File: src/rtl/ace_home_ctrl_pkg.sv
// Shared ACE home-controller definitions: FSM state encoding, CR bit positions,
// snoop opcodes and response codes used by the controller and its datapath.
package ace_pkg;

    typedef enum logic [3:0] {
        IDLE     = 4'd0,
        W_DATA   = 4'd1,
        W_MEM    = 4'd2,
        B_RESP   = 4'd3,
        SNP_ADDR = 4'd4,
        SNP_RESP = 4'd5,
        SNP_DATA = 4'd6,
        R_MEM    = 4'd7,
        R_DATA   = 4'd8
    } home_state_t;

    localparam int unsigned CR_DATA_XFER_BIT = 0;
    localparam int unsigned CR_ERROR_BIT     = 1;

    localparam logic [3:0] SNP_READSHARED  = 4'b0001;
    localparam logic [3:0] SNP_MAKEINVALID = 4'b1101;

    localparam logic [1:0] RESP_OKAY   = 2'b00;
    localparam logic [1:0] RESP_SLVERR = 2'b10;

    // AC snoop opcode issued for a latched AR request type
    function automatic logic [3:0] snoop_code(input logic make_unique);
        return make_unique ? SNP_MAKEINVALID : SNP_READSHARED;
    endfunction

    function automatic logic [1:0] resp_code(input logic mem_err);
        return mem_err ? RESP_SLVERR : RESP_OKAY;
    endfunction

    function automatic logic cr_data_xfer(input logic [4:0] cr_resp);
        return cr_resp[CR_DATA_XFER_BIT];
    endfunction

    function automatic logic cr_error(input logic [4:0] cr_resp);
        return cr_resp[CR_ERROR_BIT];
    endfunction

endpackage

File: src/rtl/ace_home_ctrl_if.sv
// ACE link handshake signals between requester/peer caches and the home controller.
// slave = controller side, master = requester/peer side.
interface ace_home_ctrl_if;

    logic AW_VALID;
    logic AW_READY;
    logic W_VALID;
    logic W_READY;
    logic B_VALID;
    logic B_READY;
    logic AR_VALID;
    logic AR_READY;
    logic R_VALID;
    logic R_READY;
    logic AC_VALID;
    logic AC_READY;
    logic CR_VALID;
    logic CR_READY;
    logic CD_VALID;
    logic CD_READY;

    modport slave (
        input  AW_VALID, W_VALID, B_READY, AR_VALID, R_READY,
               AC_READY, CR_VALID, CD_VALID,
        output AW_READY, W_READY, B_VALID, AR_READY, R_VALID,
               AC_VALID, CR_READY, CD_READY
    );

    modport master (
        output AW_VALID, W_VALID, B_READY, AR_VALID, R_READY,
               AC_READY, CR_VALID, CD_VALID,
        input  AW_READY, W_READY, B_VALID, AR_READY, R_VALID,
               AC_VALID, CR_READY, CD_READY
    );

endinterface

File: src/rtl/ace_home_ctrl.sv
// ACE home controller FSM: one outstanding WriteClean or ReadShared/MakeUnique,
// snooping the peer and falling back to memory. Optional snoop timeout: ACE_HOME_SNP_TIMEOUT_EN.
module ace_home_ctrl
    import ace_pkg::*;
#(
    parameter int unsigned SNP_TIMEOUT = 16
) (
    input  logic             clk,
    input  logic             rst,
    ace_home_ctrl_if.slave   ace,
    input  logic             make_unique_i,
    input  logic             data_xfer_i,
    input  logic             mem_ack_i,
    output logic             ar_en,
    output logic             aw_en,
    output logic             w_en,
    output logic             cd_en,
    output logic             mem_req,
    output logic             mem_we,
    output logic             rdata_sel_cd
);

    home_state_t state, state_nxt;
    logic        sel_cd_q, sel_cd_nxt;
    logic        snp_expired;

    logic aw_ready, w_ready, b_valid, ar_ready, r_valid;
    logic ac_valid, cr_ready, cd_ready;
    logic ar_en_c, aw_en_c, w_en_c, cd_en_c, mem_req_c, mem_we_c;

`ifdef ACE_HOME_SNP_TIMEOUT_EN
    localparam int unsigned CNT_W = $clog2(SNP_TIMEOUT + 1);
    logic [CNT_W-1:0] snp_cnt;

    always_ff @(posedge clk or posedge rst) begin
        if (rst) begin
            snp_cnt <= '0;
        end else if (state != SNP_RESP) begin
            snp_cnt <= '0;
        end else if (!ace.CR_VALID) begin
            snp_cnt <= snp_cnt + 1'b1;
        end
    end

    // Leave on the cycle whose increment brings the count to SNP_TIMEOUT.
    assign snp_expired = (state == SNP_RESP) && !ace.CR_VALID &&
                         (snp_cnt == CNT_W'(SNP_TIMEOUT - 1));
`else
    logic [31:0] unused_snp_timeout;
    assign unused_snp_timeout = SNP_TIMEOUT;
    assign snp_expired        = 1'b0;
`endif

    always_ff @(posedge clk or posedge rst) begin
        if (rst) begin
            state    <= IDLE;
            sel_cd_q <= 1'b0;
        end else begin
            state    <= state_nxt;
            sel_cd_q <= sel_cd_nxt;
        end
    end

    always_comb begin
        state_nxt  = state;
        sel_cd_nxt = sel_cd_q;
        aw_ready   = 1'b0;
        w_ready    = 1'b0;
        b_valid    = 1'b0;
        ar_ready   = 1'b0;
        r_valid    = 1'b0;
        ac_valid   = 1'b0;
        cr_ready   = 1'b0;
        cd_ready   = 1'b0;
        ar_en_c    = 1'b0;
        aw_en_c    = 1'b0;
        w_en_c     = 1'b0;
        cd_en_c    = 1'b0;
        mem_req_c  = 1'b0;
        mem_we_c   = 1'b0;

        case (state)
            IDLE: begin
                aw_ready   = 1'b1;
                ar_ready   = !ace.AW_VALID;
                sel_cd_nxt = 1'b0;
                if (ace.AW_VALID) begin
                    aw_en_c   = 1'b1;
                    state_nxt = W_DATA;
                end else if (ace.AR_VALID) begin
                    ar_en_c   = 1'b1;
                    state_nxt = SNP_ADDR;
                end
            end
            W_DATA: begin
                w_ready = 1'b1;
                if (ace.W_VALID) begin
                    w_en_c    = 1'b1;
                    state_nxt = W_MEM;
                end
            end
            W_MEM: begin
                mem_req_c = 1'b1;
                mem_we_c  = 1'b1;
                if (mem_ack_i) begin
                    state_nxt = B_RESP;
                end
            end
            B_RESP: begin
                b_valid = 1'b1;
                if (ace.B_READY) begin
                    state_nxt = IDLE;
                end
            end
            SNP_ADDR: begin
                ac_valid = 1'b1;
                if (ace.AC_READY) begin
                    state_nxt = SNP_RESP;
                end
            end
            SNP_RESP: begin
                cr_ready = 1'b1;
                if (ace.CR_VALID) begin
                    if (data_xfer_i) begin
                        state_nxt = SNP_DATA;
                    end else if (make_unique_i) begin
                        state_nxt = R_DATA;
                    end else begin
                        state_nxt = R_MEM;
                    end
                end else if (snp_expired) begin
                    state_nxt = make_unique_i ? R_DATA : R_MEM;
                end
            end
            SNP_DATA: begin
                cd_ready = 1'b1;
                if (ace.CD_VALID) begin
                    cd_en_c    = 1'b1;
                    sel_cd_nxt = 1'b1;
                    state_nxt  = R_DATA;
                end
            end
            R_MEM: begin
                mem_req_c = 1'b1;
                if (mem_ack_i) begin
                    state_nxt = R_DATA;
                end
            end
            R_DATA: begin
                r_valid = 1'b1;
                if (ace.R_READY) begin
                    // Clearing on the R handshake keeps the select low for all of IDLE.
                    sel_cd_nxt = 1'b0;
                    state_nxt  = IDLE;
                end
            end
            default: begin
                state_nxt  = IDLE;
                sel_cd_nxt = 1'b0;
            end
        endcase

        // Reset forces every output low immediately, even while IDLE would drive AW_READY.
        if (rst) begin
            aw_ready  = 1'b0;
            w_ready   = 1'b0;
            b_valid   = 1'b0;
            ar_ready  = 1'b0;
            r_valid   = 1'b0;
            ac_valid  = 1'b0;
            cr_ready  = 1'b0;
            cd_ready  = 1'b0;
            ar_en_c   = 1'b0;
            aw_en_c   = 1'b0;
            w_en_c    = 1'b0;
            cd_en_c   = 1'b0;
            mem_req_c = 1'b0;
            mem_we_c  = 1'b0;
        end
    end

    assign ace.AW_READY = aw_ready;
    assign ace.W_READY  = w_ready;
    assign ace.B_VALID  = b_valid;
    assign ace.AR_READY = ar_ready;
    assign ace.R_VALID  = r_valid;
    assign ace.AC_VALID = ac_valid;
    assign ace.CR_READY = cr_ready;
    assign ace.CD_READY = cd_ready;

    assign ar_en        = ar_en_c;
    assign aw_en        = aw_en_c;
    assign w_en         = w_en_c;
    assign cd_en        = cd_en_c;
    assign mem_req      = mem_req_c;
    assign mem_we       = mem_we_c;
    assign rdata_sel_cd = sel_cd_q;

endmodule

File: src/flat_wrapper.sv
// flat-port wrapper written by rule: the top's interface ports become plain ports
module ace_home_ctrl_flat import ace_pkg::*;
#(
    parameter int unsigned SNP_TIMEOUT = 16
)
  (clk, rst, make_unique_i, data_xfer_i, mem_ack_i, ar_en, aw_en, w_en, cd_en, mem_req, mem_we, rdata_sel_cd, ace_AW_VALID, ace_W_VALID, ace_B_READY, ace_AR_VALID, ace_R_READY, ace_AC_READY, ace_CR_VALID, ace_CD_VALID, ace_AW_READY, ace_W_READY, ace_B_VALID, ace_AR_READY, ace_R_VALID, ace_AC_VALID, ace_CR_READY, ace_CD_READY);
  ace_home_ctrl_if ace_i ();
  input  logic clk;
  input  logic rst;
  input  logic make_unique_i;
  input  logic data_xfer_i;
  input  logic mem_ack_i;
  output logic ar_en;
  output logic aw_en;
  output logic w_en;
  output logic cd_en;
  output logic mem_req;
  output logic mem_we;
  output logic rdata_sel_cd;
  input wire logic [$bits(ace_i.AW_VALID)-1:0] ace_AW_VALID;
  input wire logic [$bits(ace_i.W_VALID)-1:0] ace_W_VALID;
  input wire logic [$bits(ace_i.B_READY)-1:0] ace_B_READY;
  input wire logic [$bits(ace_i.AR_VALID)-1:0] ace_AR_VALID;
  input wire logic [$bits(ace_i.R_READY)-1:0] ace_R_READY;
  input wire logic [$bits(ace_i.AC_READY)-1:0] ace_AC_READY;
  input wire logic [$bits(ace_i.CR_VALID)-1:0] ace_CR_VALID;
  input wire logic [$bits(ace_i.CD_VALID)-1:0] ace_CD_VALID;
  output wire logic [$bits(ace_i.AW_READY)-1:0] ace_AW_READY;
  output wire logic [$bits(ace_i.W_READY)-1:0] ace_W_READY;
  output wire logic [$bits(ace_i.B_VALID)-1:0] ace_B_VALID;
  output wire logic [$bits(ace_i.AR_READY)-1:0] ace_AR_READY;
  output wire logic [$bits(ace_i.R_VALID)-1:0] ace_R_VALID;
  output wire logic [$bits(ace_i.AC_VALID)-1:0] ace_AC_VALID;
  output wire logic [$bits(ace_i.CR_READY)-1:0] ace_CR_READY;
  output wire logic [$bits(ace_i.CD_READY)-1:0] ace_CD_READY;
  assign ace_i.AW_VALID = ace_AW_VALID;
  assign ace_i.W_VALID = ace_W_VALID;
  assign ace_i.B_READY = ace_B_READY;
  assign ace_i.AR_VALID = ace_AR_VALID;
  assign ace_i.R_READY = ace_R_READY;
  assign ace_i.AC_READY = ace_AC_READY;
  assign ace_i.CR_VALID = ace_CR_VALID;
  assign ace_i.CD_VALID = ace_CD_VALID;
  assign ace_AW_READY = ace_i.AW_READY;
  assign ace_W_READY = ace_i.W_READY;
  assign ace_B_VALID = ace_i.B_VALID;
  assign ace_AR_READY = ace_i.AR_READY;
  assign ace_R_VALID = ace_i.R_VALID;
  assign ace_AC_VALID = ace_i.AC_VALID;
  assign ace_CR_READY = ace_i.CR_READY;
  assign ace_CD_READY = ace_i.CD_READY;
  ace_home_ctrl #(.SNP_TIMEOUT(SNP_TIMEOUT)) u_core (.clk(clk), .rst(rst), .ace(ace_i), .make_unique_i(make_unique_i), .data_xfer_i(data_xfer_i), .mem_ack_i(mem_ack_i), .ar_en(ar_en), .aw_en(aw_en), .w_en(w_en), .cd_en(cd_en), .mem_req(mem_req), .mem_we(mem_we), .rdata_sel_cd(rdata_sel_cd));
endmodule
File: config.mk
export PLATFORM = sky130hd
export DESIGN_NAME = ace_home_ctrl_flat
export DESIGN_NICKNAME = d
export VERILOG_FILES = /design/src/rtl/ace_home_ctrl_pkg.sv /design/src/rtl/ace_home_ctrl_if.sv /design/src/rtl/ace_home_ctrl.sv /design/src/flat_wrapper.sv
export SDC_FILE = /design/constraint.sdc
export NUM_CORES = 1
export LEC_CHECK = 0
export CORE_MARGIN = 5
export CORE_UTILIZATION = 40
export CTS_CLUSTER_DIAMETER = 150
export DETAILED_ROUTE_END_ITERATION = 12
export DONT_BUFFER_PORTS = 1
export PLACE_DENSITY = 0.6
export SYNTH_ARGS = -nofsm -noshare
export SYNTH_HDL_FRONTEND = slang
export SYNTH_SLANG_ARGS = --single-unit
File: constraint.sdc
create_clock -name clk -period 3.2 [get_ports clk]
set_input_delay 0.64 -clock clk [delete_from_list [all_inputs] [get_ports clk]]
set_output_delay 0.64 -clock clk [all_outputs]
set_load 0.02 [all_outputs]
==> impl_summary.log, run 1 <==
[metrics] outcome: complete, no violations
[metrics] reg-to-reg critical path startpoint: u_core.state[1]
[metrics] area inside the core boundary: approximately 1300 um^2
[metrics] Synth area leader: sky130_fd_sc_hd__dfrtp_1
[metrics] ys flop type: sky130_fd_sc_hd__dfrtp_1
[metrics] Leak Pwr: 0.233 nW
[metrics] Post-route DRC: 0
[metrics] count of max-cap constraint violations: 0
[metrics] required time reported for the critical path endpoint: roughly 2.6 ns
[metrics] number of nets produced by synthesis: 80
[metrics] Worst setup endpoint: ar_en
[metrics] post-cts gate resize count: 0
[metrics] worst vdd rail ir drop: roughly 0.00036 V
[metrics] Arrival @ worst endpoint: about 2.0 ns
[metrics] post-route antenna net violation count: 0
[metrics] crit path capture type: primary output
[metrics] total power: 0.558 mW
[metrics] DRT Pass-1 Iters: 4
[metrics] start point of the critical path: u_core.state[2]
[metrics] crit path time final: approximately 2.6 ns
[metrics] via total after detailed routing: roughly 520
[metrics] asr flop ratio synth: between 90% and 100%
[metrics] input/output buffers: 0
[metrics] reg2reg setup slack: around 1.1 ns
[metrics] number of setup buffers added after CTS: 0
[metrics] mean number of vias per cell: roughly 6.2
[metrics] row cnt: 13
[metrics] fmax: about 380 MHz
[metrics] worst rel slew slack: 55.8%
[metrics] worst flop-to-flop path endpoint: u_core.state[1]
[metrics] most numerous cell in the Yosys netlist: sky130_fd_sc_hd__nor4_1
[metrics] Layout Skew: 0.000121 ns
[metrics] Total Routing Usage GR: a little over an eighth
[metrics] RSZ-0062 raised after global routing: false
[metrics] Netlist cell types: 34
[metrics] Avg Cell Area, Syn: just under 8 um^2
[metrics] area of the multi-input gates: roughly 340 um^2
[metrics] post-route fraction of the period consumed by the critical path: between 80% and 90%
[metrics] Post-synth top cells: 6 x sky130_fd_sc_hd__nor4_1, 5 x sky130_fd_sc_hd__dfrtp_1, 5 x sky130_fd_sc_hd__nor3_1
[metrics] gr ovfl total: 0
[metrics] Seq cells post-synth: 5
[metrics] warning count from the yosys run: 0
[metrics] number of global-route vias before repair: approximately 470
[metrics] Die Outline Area: ~2100 um^2
[metrics] register area: 125 um^2
[metrics] post-synthesis cell count: 67
[metrics] Setup TNS Final: 0 ns
[metrics] fraction of final layout cells sized beyond drive strength 1: a little over a fifth
[metrics] clock sink count: 5
[metrics] filler cell count in the final layout: roughly 140
[metrics] clock transition time at the flip-flop clock pins of the worst setup and hold paths: around 0.040 ns
[metrics] Synth Cell Area: 527 um^2
[metrics] last weighted congestion value of the routability-driven placer: approximately 0.74
[metrics] biggest area contributors in the synthesized netlist: sky130_fd_sc_hd__dfrtp_1 24%, sky130_fd_sc_hd__nor4_1 7.1%, sky130_fd_sc_hd__nor3_1 4.8%
[metrics] cell count of the worst reg-to-reg path: 5
[metrics] clock tree root driver cell: sky130_fd_sc_hd__clkbuf_4
[metrics] WL/cell: 15.2 um
[metrics] Worst Path Class, Setup: register to primary output
[metrics] synthesis-to-finish area growth: 6.65%
[metrics] proportion of synthesized chip area in sequential cells: 23.8%
[metrics] number of top-level pins: 28
[metrics] number of enable-type register cells in the synthesized netlist: 0
[metrics] slew at the pin closest to its max-slew limit: approximately 0.66 ns
[metrics] Slew Viols, Final: 0
[metrics] setup violators final: 0
[metrics] CTS H-tree depth: 1
[metrics] DPL Wire Length: just over 1 mm
[metrics] number of buffers on the longest clock path: 2
[metrics] Routed WL: between 1 and 1.5 mm
[metrics] number of hold-slack violations in the final timing report: 0
[metrics] worst-skew pair later-pin latency: roughly 0.24 ns
[metrics] crit start category: register
[metrics] Pwr per Cell Area: about 990 nW/um^2
[metrics] maximum number of pins on one net before global-route repair: 15
[metrics] Starting Density: approximately two fifths
[metrics] total of hold buffers inserted after clock tree synthesis: 0
[metrics] nets@finish: 83
[metrics] Detailed Route Iter0 Violations: 7
[metrics] clock tree from TritonCTS: built
[metrics] antenna violations before repair: 0
[metrics] Hold Crit Class: input pin to asynchronous set/reset pin
[metrics] global-route wire length before repair: about 2 mm
[metrics] clock buffer count from CTS: 3
[metrics] count of inserted antenna diode cells: 0
[metrics] die span in y: ~46 um
[metrics] fraction of post-synthesis cell area in the top cell type by area: a little under a quarter
[metrics] maximum net fanout on the critical path: 13
[metrics] Die Wd: about 46 um
sequential cells by signal, indices dropped and copies added, names as in the netlist:
signal / cells
u_core.state: 4
u_core.rdata_sel_cd: 1
metrics by stage:
stage / util [%] / std cells / hold slack (ns) / setup slack, ns / instance area (um^2)
2_1_floorplan: - / 67 / 0.564 / 0.606 / 527
3_3_place_gp: 42.2 / 80 / 0.436 / 0.840 / 536
3_5_place_dp: 42.2 / 80 / 0.437 / 0.821 / 536
6_report: 44.3 / 84 / 0.178 / 0.556 / 562
4_1_cts: 44.3 / 84 / 0.178 / 0.553 / 562
5_1_grt: 44.3 / 84 / 0.179 / 0.417 / 562
critical path, stage by stage, from the launching register on:
cell and delay [ns]:
sky130_fd_sc_hd__dfrtp_1 0.50, sky130_fd_sc_hd__or2_2 0.40, sky130_fd_sc_hd__nor2_1 0.13, sky130_fd_sc_hd__nand2_1 0.08
sky130_fd_sc_hd__nor2_1 0.34, sky130_fd_sc_hd__and2_1 0.31
layout by cell type (no fill, tap or decap), drive strengths merged, types with 2 or more instances in the layout:
| master | netlist | layout |
|---|---|---|
| a21oi | 2 | 2 |
| and2 | 3 | 3 |
| buf | 6 | 5 |
| clkbuf | 1 | 4 |
| dfrtp | 5 | 5 |
| inv | 4 | 4 |
| mux2 | 2 | 2 |
| nand2 | 4 | 4 |
| nor2 | 4 | 4 |
| nor3 | 5 | 5 |
| nor4 | 6 | 6 |
| o21ai | 5 | 5 |
| o31ai | 2 | 2 |
| o32ai | 2 | 2 |
| or2 | 2 | 2 |
per-layer routing:
layer | share of wire (%) | track usage, % | up-vias | wire length, um
met2 | 51 | 20.6 | 21 | 655
met3 | 11 | 6.25 | 2 | 140
met5 | 0 | 0 | - | 0
met1 | 37 | 15.4 | 245 | 474
li1 | - | - | 251 | -
met4 | 0.70 | 5.11 | 0 | 9
cell type report:
class	count	area share, %
multi-input combinational	51	60.4
tap	15	3.34
sequential	5	22.3
inverter	4	2.67
clock buffer	4	4.68
timing repair buffer	5	6.68
where the power goes:
group / total (mW) / leakage, nW / switching, mW / internal, mW
combinational: 0.318 / 0.154 / 0.187 / 0.132
sequential: 0.167 / 0.0639 / 0.0758 / 0.0909
clock: 0.0730 / 0.0150 / 0.0258 / 0.0471
total: 0.558 / 0.233 / 0.288 / 0.270
cell families (layout without fill, tap and decap cells):
group | Yosys count | after routing | synth area share, %
AND/OR/NAND/NOR | 33 | 33 | 37.8
AO/OA/AOI/OAI | 14 | 14 | 18.8
buffers and inverters | 11 | 13 | 11.9
flip-flops | 5 | 5 | 23.8
multiplexers | 3 | 3 | 6.18
XOR/XNOR | 1 | 1 | 1.66
worst min-delay path by stage:
| stage | start | end | slack (ns) | depth (start not counted) |
|---|---|---|---|---|
| after floorplan | u_core.state[0] | u_core.state[3] | 0.56 | 2 |
| after global placement | rst | u_core.state[3] | 0.44 | 1 |
| after detailed placement | rst | u_core.state[3] | 0.44 | 1 |
| after CTS | rst | u_core.state[3] | 0.18 | 1 |
| after global routing | rst | u_core.state[3] | 0.18 | 1 |
| final | rst | u_core.state[3] | 0.18 | 1 |
(Power assumes the default switching activity.)
==> inputs of run 2 (changes only) <==
==> constraint.sdc (replaced) <==
create_clock -name clk -period 2.5 [get_ports clk]
set_input_delay 0.5 -clock clk [delete_from_list [all_inputs] [get_ports clk]]
set_output_delay 0.5 -clock clk [all_outputs]
set_load 0.02 [all_outputs]
==> impl_summary.log, run 2 (synthesized netlist as in run 1, its figures left out) <==
[metrics] WL/cell: 15.6 um
[metrics] cell count of the worst reg-to-reg path: 5
[metrics] register containing the most flip-flops in the final layout: u_core.state
[metrics] fraction of met3 tracks used by global routing: 7.03%
[metrics] Routed WL: about 1.4 mm
[metrics] die span in y: 46.3 um
[metrics] Leak Pwr: about 0.25 nW
[metrics] fmax: between 400 and 500 MHz
[metrics] Starting Density: 41.5%
[metrics] Total Routing Usage GR: about 15%
[metrics] count of inserted antenna diode cells: 0
[metrics] nets@finish: 87
[metrics] total power: around 0.74 mW
[metrics] post-cts gate resize count: 0
[metrics] post-place instance area: about 570 um^2
[metrics] Slew Viols, Final: 0
[metrics] total of hold buffers inserted after clock tree synthesis: 0
[metrics] CTS H-tree depth: 1
[metrics] crit path time final: 2.27 ns
[metrics] worst-skew pair later-pin latency: 0.25 ns
[metrics] grt met2 use: 22.3%
[metrics] final standard cell count with taps included and fillers excluded: roughly 90
[metrics] Hold Crit Class: input pin to asynchronous set/reset pin
[metrics] last weighted congestion value of the routability-driven placer: 0.790
[metrics] crit path capture type: primary output
[metrics] clock buffer count from CTS: 3
[metrics] slack of the critical path: 0.235 ns
[metrics] summed area of non-filler cells in the final layout: between 500 and 600 um^2
[metrics] required time reported for the critical path endpoint: approximately 2 ns
[metrics] clock sink count: 5
[metrics] DPL Wire Length: 1.07 mm
[metrics] setup violators final: 0
[metrics] clock tree from TritonCTS: built
[metrics] number of hold-slack violations in the final timing report: 0
[metrics] post-route fraction of the period consumed by the critical path: between 90 and 100%
[metrics] RSZ-0062 raised after global routing: false
[metrics] worst vdd rail ir drop: roughly 0.00059 V
[metrics] Die Outline Area: around 2100 um^2
[metrics] Setup TNS Final: 0 ns
[metrics] Post-route DRC: 0
[metrics] worst rel slew slack: around 74%
[metrics] maximum net fanout on the critical path: 13
[metrics] Layout Skew: about 0.0086 ns
[metrics] row cnt: 13
[metrics] final-layout worst hold slack: between 0.02 and 0.03 ns
[metrics] Worst Path Class, Setup: register to primary output
[metrics] Arrival @ worst endpoint: ~1.8 ns
[metrics] commonest cells after routing, fill and taps aside: 9 x sky130_fd_sc_hd__buf_4, 6 x sky130_fd_sc_hd__nor4_1, 5 x sky130_fd_sc_hd__nor3_1, 5 x sky130_fd_sc_hd__dfrtp_1
[metrics] crit start category: register
[metrics] slew at the pin closest to its max-slew limit: just under 0.4 ns
[metrics] input/output buffers: 0
[metrics] area inside the core boundary: ~1300 um^2
[metrics] Detailed Route Iter0 Violations: 17
[metrics] maximum number of pins on one net before global-route repair: 15
[metrics] number of top-level pins: 28
[metrics] global-route wire length before repair: about 2.3 mm
[metrics] Pwr per Cell Area: about 1200 nW/um^2
[metrics] most common library cell in the layout ignoring fill and taps: sky130_fd_sc_hd__buf_4
[metrics] DRT Pass-1 Iters: 4
[metrics] number of buffers on the longest clock path: 2
[metrics] placement-stage worst setup slack: a little over 0.5 ns
[metrics] antenna violations before repair: 0
[metrics] flip-flop count of the largest register, all copies and words added: 4
[metrics] clock transition time at the flip-flop clock pins of the worst setup and hold paths: 0.05 ns
[metrics] utilization after layout: a little under half
[metrics] fraction of final layout cells sized beyond drive strength 1: approximately a quarter
[metrics] placed cell count: 84
[metrics] Die Wd: about 46 um
[metrics] outcome: complete, no violations
[metrics] M1 GR Usage: between 10% and 20%
[metrics] peak-usage layer in the global routing report: met2
[metrics] number of global-route vias before repair: just over 500
[metrics] count of max-cap constraint violations: 0
[metrics] clock tree root driver cell: sky130_fd_sc_hd__clkbuf_4
[metrics] mean number of vias per cell: 6.13
[metrics] synthesis-to-finish area growth: 12.4%
[metrics] gr ovfl total: 0
[metrics] via total after detailed routing: about 540
[metrics] number of setup buffers added after CTS: 0
[metrics] post-route antenna net violation count: 0
-- run 2: worst max-delay path: stages, from the launching register on --
cell,delay (ns)
sky130_fd_sc_hd__dfrtp_1,0.51
sky130_fd_sc_hd__or2_2,0.42
sky130_fd_sc_hd__nor2_1,0.14
sky130_fd_sc_hd__nand2_1,0.08
sky130_fd_sc_hd__nor2_1,0.12
sky130_fd_sc_hd__and2_1,0.26
-- run 2: report_power, final --
group	internal (mW)	leakage, nW	switching [mW]	total, mW
logic	0.182	0.176	0.245	0.427
registers	0.116	0.0639	0.0987	0.215
clock network	0.0605	0.0150	0.0366	0.0972
total	0.358	0.255	0.381	0.739
-- run 2: per-layer routing --
metal | wire length (um) | share of wire (%)
met4 | 23 | 1.7
met3 | 147 | 11
met5 | 0 | 0
met1 | 518 | 38
met2 | 685 | 50
-- run 2: cell type report --
class	instances	area, um^2
clock buffers	4	26.3
inverters	4	15.0
well taps	15	18.8
fillers	134	677
multi-input cells	51	339
flip-flops and latches	5	125
repair buffers	9	67.6
-- run 2: path summary, 6_finish.rpt --
path                                     startpoint             endpoint  slack [ns]
worst min-delay path                            rst  u_core.rdata_sel_cd        0.03
worst min register to register  u_core.rdata_sel_cd  u_core.rdata_sel_cd        0.67
worst max register to register      u_core.state[2]      u_core.state[0]        0.49
min in group clk                        ace_R_READY      u_core.state[3]        0.49
max in group asynchronous                       rst      u_core.state[1]        2.30
worst max-delay path                u_core.state[2]                ar_en        0.23
==> inputs of run 3 (changes only) <==
--- a/config.mk
+++ b/config.mk
@@ -5,6 +5,7 @@
 export SDC_FILE = /design/constraint.sdc
 export NUM_CORES = 1
 export LEC_CHECK = 0
+export ABC_AREA = 1
 export CORE_MARGIN = 5
 export CORE_UTILIZATION = 40
 export CTS_CLUSTER_DIAMETER = 150
==> impl_summary.log, run 3 <==
[metrics] number of global-route vias before repair: 556
[metrics] clock sink count: 5
[metrics] register area: 125 um^2
[metrics] RSZ-0062 raised after global routing: false
[metrics] maximum net fanout on the critical path: 7
[metrics] last weighted congestion value of the routability-driven placer: approximately 0.85
[metrics] outcome: complete, no violations
[metrics] number of setup buffers added after CTS: 0
[metrics] Routed WL: 1.36 mm
[metrics] mux share of post-synthesis cell area: 0%
[metrics] WL/cell: about 12 um
[metrics] slew at the pin closest to its max-slew limit: between 0.6 and 0.7 ns
[metrics] buffering stage count on the worst path with inverters included: 2
[metrics] ys flop type: sky130_fd_sc_hd__dfrtp_1
[metrics] number of buffers on the longest clock path: 2
[metrics] DRT Pass-1 Iters: 4
[metrics] DPL Wire Length: roughly 1.1 mm
[metrics] post-synthesis cell count: 94
[metrics] Layout Skew: 0.00278 ns
[metrics] Post-synth top cells: 21 x sky130_fd_sc_hd__nand2_1, 15 x sky130_fd_sc_hd__inv_1, 15 x sky130_fd_sc_hd__nand3_1
[metrics] Crit-path slowest cell: sky130_fd_sc_hd__dfrtp_1
[metrics] Starting Density: approximately 42%
[metrics] Largest stage delay, worst path: around 0.44 ns
[metrics] asr flop ratio synth: between 90% and 100%
[metrics] fmax: between 400 and 500 MHz
[metrics] area inside the core boundary: around 1300 um^2
[metrics] Detailed Route Iter0 Violations: 14
[metrics] Avg Cell Area, Syn: 5.83 um^2
[metrics] Arrival @ worst endpoint: 1.63 ns
[metrics] area fraction in compound gates after synthesis: between 5 and 6%
[metrics] maximum number of pins on one net before global-route repair: 16
[metrics] Total Routing Usage GR: 13.8%
[metrics] mean number of vias per cell: about 5.0
[metrics] commonest cells after routing, fill and taps aside: 21 x sky130_fd_sc_hd__nand2_1, 15 x sky130_fd_sc_hd__inv_1, 15 x sky130_fd_sc_hd__nand3_1, 10 x sky130_fd_sc_hd__nor2_1
[metrics] most numerous cell in the Yosys netlist: sky130_fd_sc_hd__nand2_1
[metrics] Hold Crit Class: input pin to asynchronous set/reset pin
[metrics] crit path time final: 2.13 ns
[metrics] register containing the most flip-flops in the final layout: u_core.state
[metrics] warning count from the yosys run: 0
[metrics] clock buffer count from CTS: 3
[metrics] count of inserted antenna diode cells: 0
[metrics] die span in y: 47.0 um
[metrics] Synth Cell Area: approximately 550 um^2
[metrics] flip-flop count of the largest register, all copies and words added: 4
[metrics] crit start category: register
[metrics] filler cell count in the final layout: ~150
[metrics] Slew Viols, Final: 0
[metrics] post-synthesis share of cell area spent on xor and xnor gates: 0%
[metrics] number of nets produced by synthesis: 107
[metrics] Netlist cell types: 18
[metrics] proportion of synthesized chip area in sequential cells: a little under a quarter
[metrics] post-cts gate resize count: 0
[metrics] fraction of post-synthesis cell area in the top cell type by area: a little under a quarter
[metrics] number of enable-type register cells in the synthesized netlist: 0
[metrics] Die Wd: 47.0 um
[metrics] Synth area leader: sky130_fd_sc_hd__dfrtp_1
[metrics] worst rel slew slack: just under 60%
[metrics] most common library cell in the layout ignoring fill and taps: sky130_fd_sc_hd__nand2_1
[metrics] summed area of non-filler cells in the final layout: approximately 600 um^2
[metrics] via total after detailed routing: 573
[metrics] Setup TNS Final: 0 ns
[metrics] clock transition time at the flip-flop clock pins of the worst setup and hold paths: about 0.040 ns
[metrics] clock tree root driver cell: sky130_fd_sc_hd__clkbuf_4
[metrics] global-route wire length before repair: between 2 and 2.5 mm
[metrics] post-route antenna net violation count: 0
[metrics] count of max-cap constraint violations: 0
[metrics] Top cell by count, worst path: sky130_fd_sc_hd__nor2_2
[metrics] number of hold-slack violations in the final timing report: 0
[metrics] row cnt: 13
[metrics] cell class contributing the biggest share of worst-path delay: simple AND/OR/NAND/NOR gates
[metrics] nets@finish: about 110
[metrics] clock tree from TritonCTS: built
[metrics] CTS H-tree depth: 1
[metrics] number of top-level pins: 28
[metrics] post-place instance area: between 500 and 600 um^2
[metrics] area of the multi-input gates: between 300 and 400 um^2
[metrics] worst vdd rail ir drop: around 0.00038 V
[metrics] crit path capture type: primary output
[metrics] Die Outline Area: about 2200 um^2
[metrics] post-route fraction of the period consumed by the critical path: 85.2%
[metrics] Pwr per Cell Area: around 1200 nW/um^2
[metrics] Critical Path, Cell by Cell: nor2_2 > inv_2 > nor2_2 > nand2_1 > nor3b_1 > buf_4
[metrics] antenna violations before repair: 0
[metrics] total of hold buffers inserted after clock tree synthesis: 0
[metrics] Seq cells post-synth: 5
[metrics] synthesis-to-finish area growth: 10.3%
[metrics] gr ovfl total: 0
[metrics] dominant combinational cell family by area after synthesis: simple AND/OR/NAND/NOR gates
[metrics] arithmetic-cell share of the synthesized area counting full adders, half adders and majority gates: 0%
[metrics] biggest area contributors in the synthesized netlist: sky130_fd_sc_hd__dfrtp_1 23%, sky130_fd_sc_hd__nand2_1 14%, sky130_fd_sc_hd__nand3_1 14%
[metrics] worst-skew pair later-pin latency: about 0.25 ns
[metrics] Post-route DRC: 0
[metrics] fraction of the mapped netlist area in simple logic gates: approximately 59%
[metrics] final-layout worst hold slack: approximately 0.038 ns
[metrics] setup violators final: 0
[metrics] fraction of final layout cells sized beyond drive strength 1: 17.2%
[metrics] required time reported for the critical path endpoint: 2.00 ns
[metrics] Leak Pwr: 0.330 nW
[metrics] Worst Path Class, Setup: register to primary output
[metrics] input/output buffers: 0
run 3: metal layers:
metal,vias up,track usage [%],wire (um)
met5,-,0,0
li1,311,-,-
met3,0,3.83,103
met2,19,23.3,620
met4,0,1.66,0
met1,243,18.1,634
run 3: path summary, 6_finish.rpt:
check                           startpoint             endpoint  slack (ns)  cells past startpoint
min in group clk              ace_CD_VALID  u_core.rdata_sel_cd        0.46                      2
max                        u_core.state[3]                ar_en        0.37                      6
min reg2reg                u_core.state[0]      u_core.state[0]        0.59                      2
max reg2reg                u_core.state[3]      u_core.state[0]        1.16                      7
max in group asynchronous              rst      u_core.state[1]        2.29                      1
min                                    rst      u_core.state[2]        0.04                      1
run 3: cell families after synthesis:
group           after synthesis
buf+inv                      18
compound gates                6
simple gates                 65
flops                         5
run 3: worst register-to-register path: cells and delay by family (launching register included):
kind                   cells  cell delay (ns)
buffers and inverters      1             0.10
flip-flops                 1             0.44
AND/OR/NAND/NOR            6             0.74
run 3: cell type report:
type	count	area share, %
Timing Repair Buffer	2	2.48
Sequential cell	5	20.7
Tap cell	15	3.11
Clock buffer	4	4.35
Multi-Input combinational cell	71	58.8
Inverter	17	10.6
run 3: power by group:
group          leakage [nW]  internal, mW  total, mW  switching (mW)
registers            0.0655         0.115      0.169          0.0533
logic                 0.250         0.146      0.487           0.341
clock network        0.0150        0.0605     0.0955          0.0350
run 3: stage by stage:
stage / setup slack [ns] / total power, mW / util [%] / cells
2_1_floorplan: 0.562 / 0.567 / - / 94
3_3_place_gp: 0.646 / 0.659 / 44.4 / 110
3_5_place_dp: 0.617 / 0.658 / 44.4 / 110
4_1_cts: 0.356 / 0.757 / 46.4 / 114
5_1_grt: 0.159 / 0.826 / 46.4 / 114
6_report: 0.371 / 0.751 / 46.4 / 114
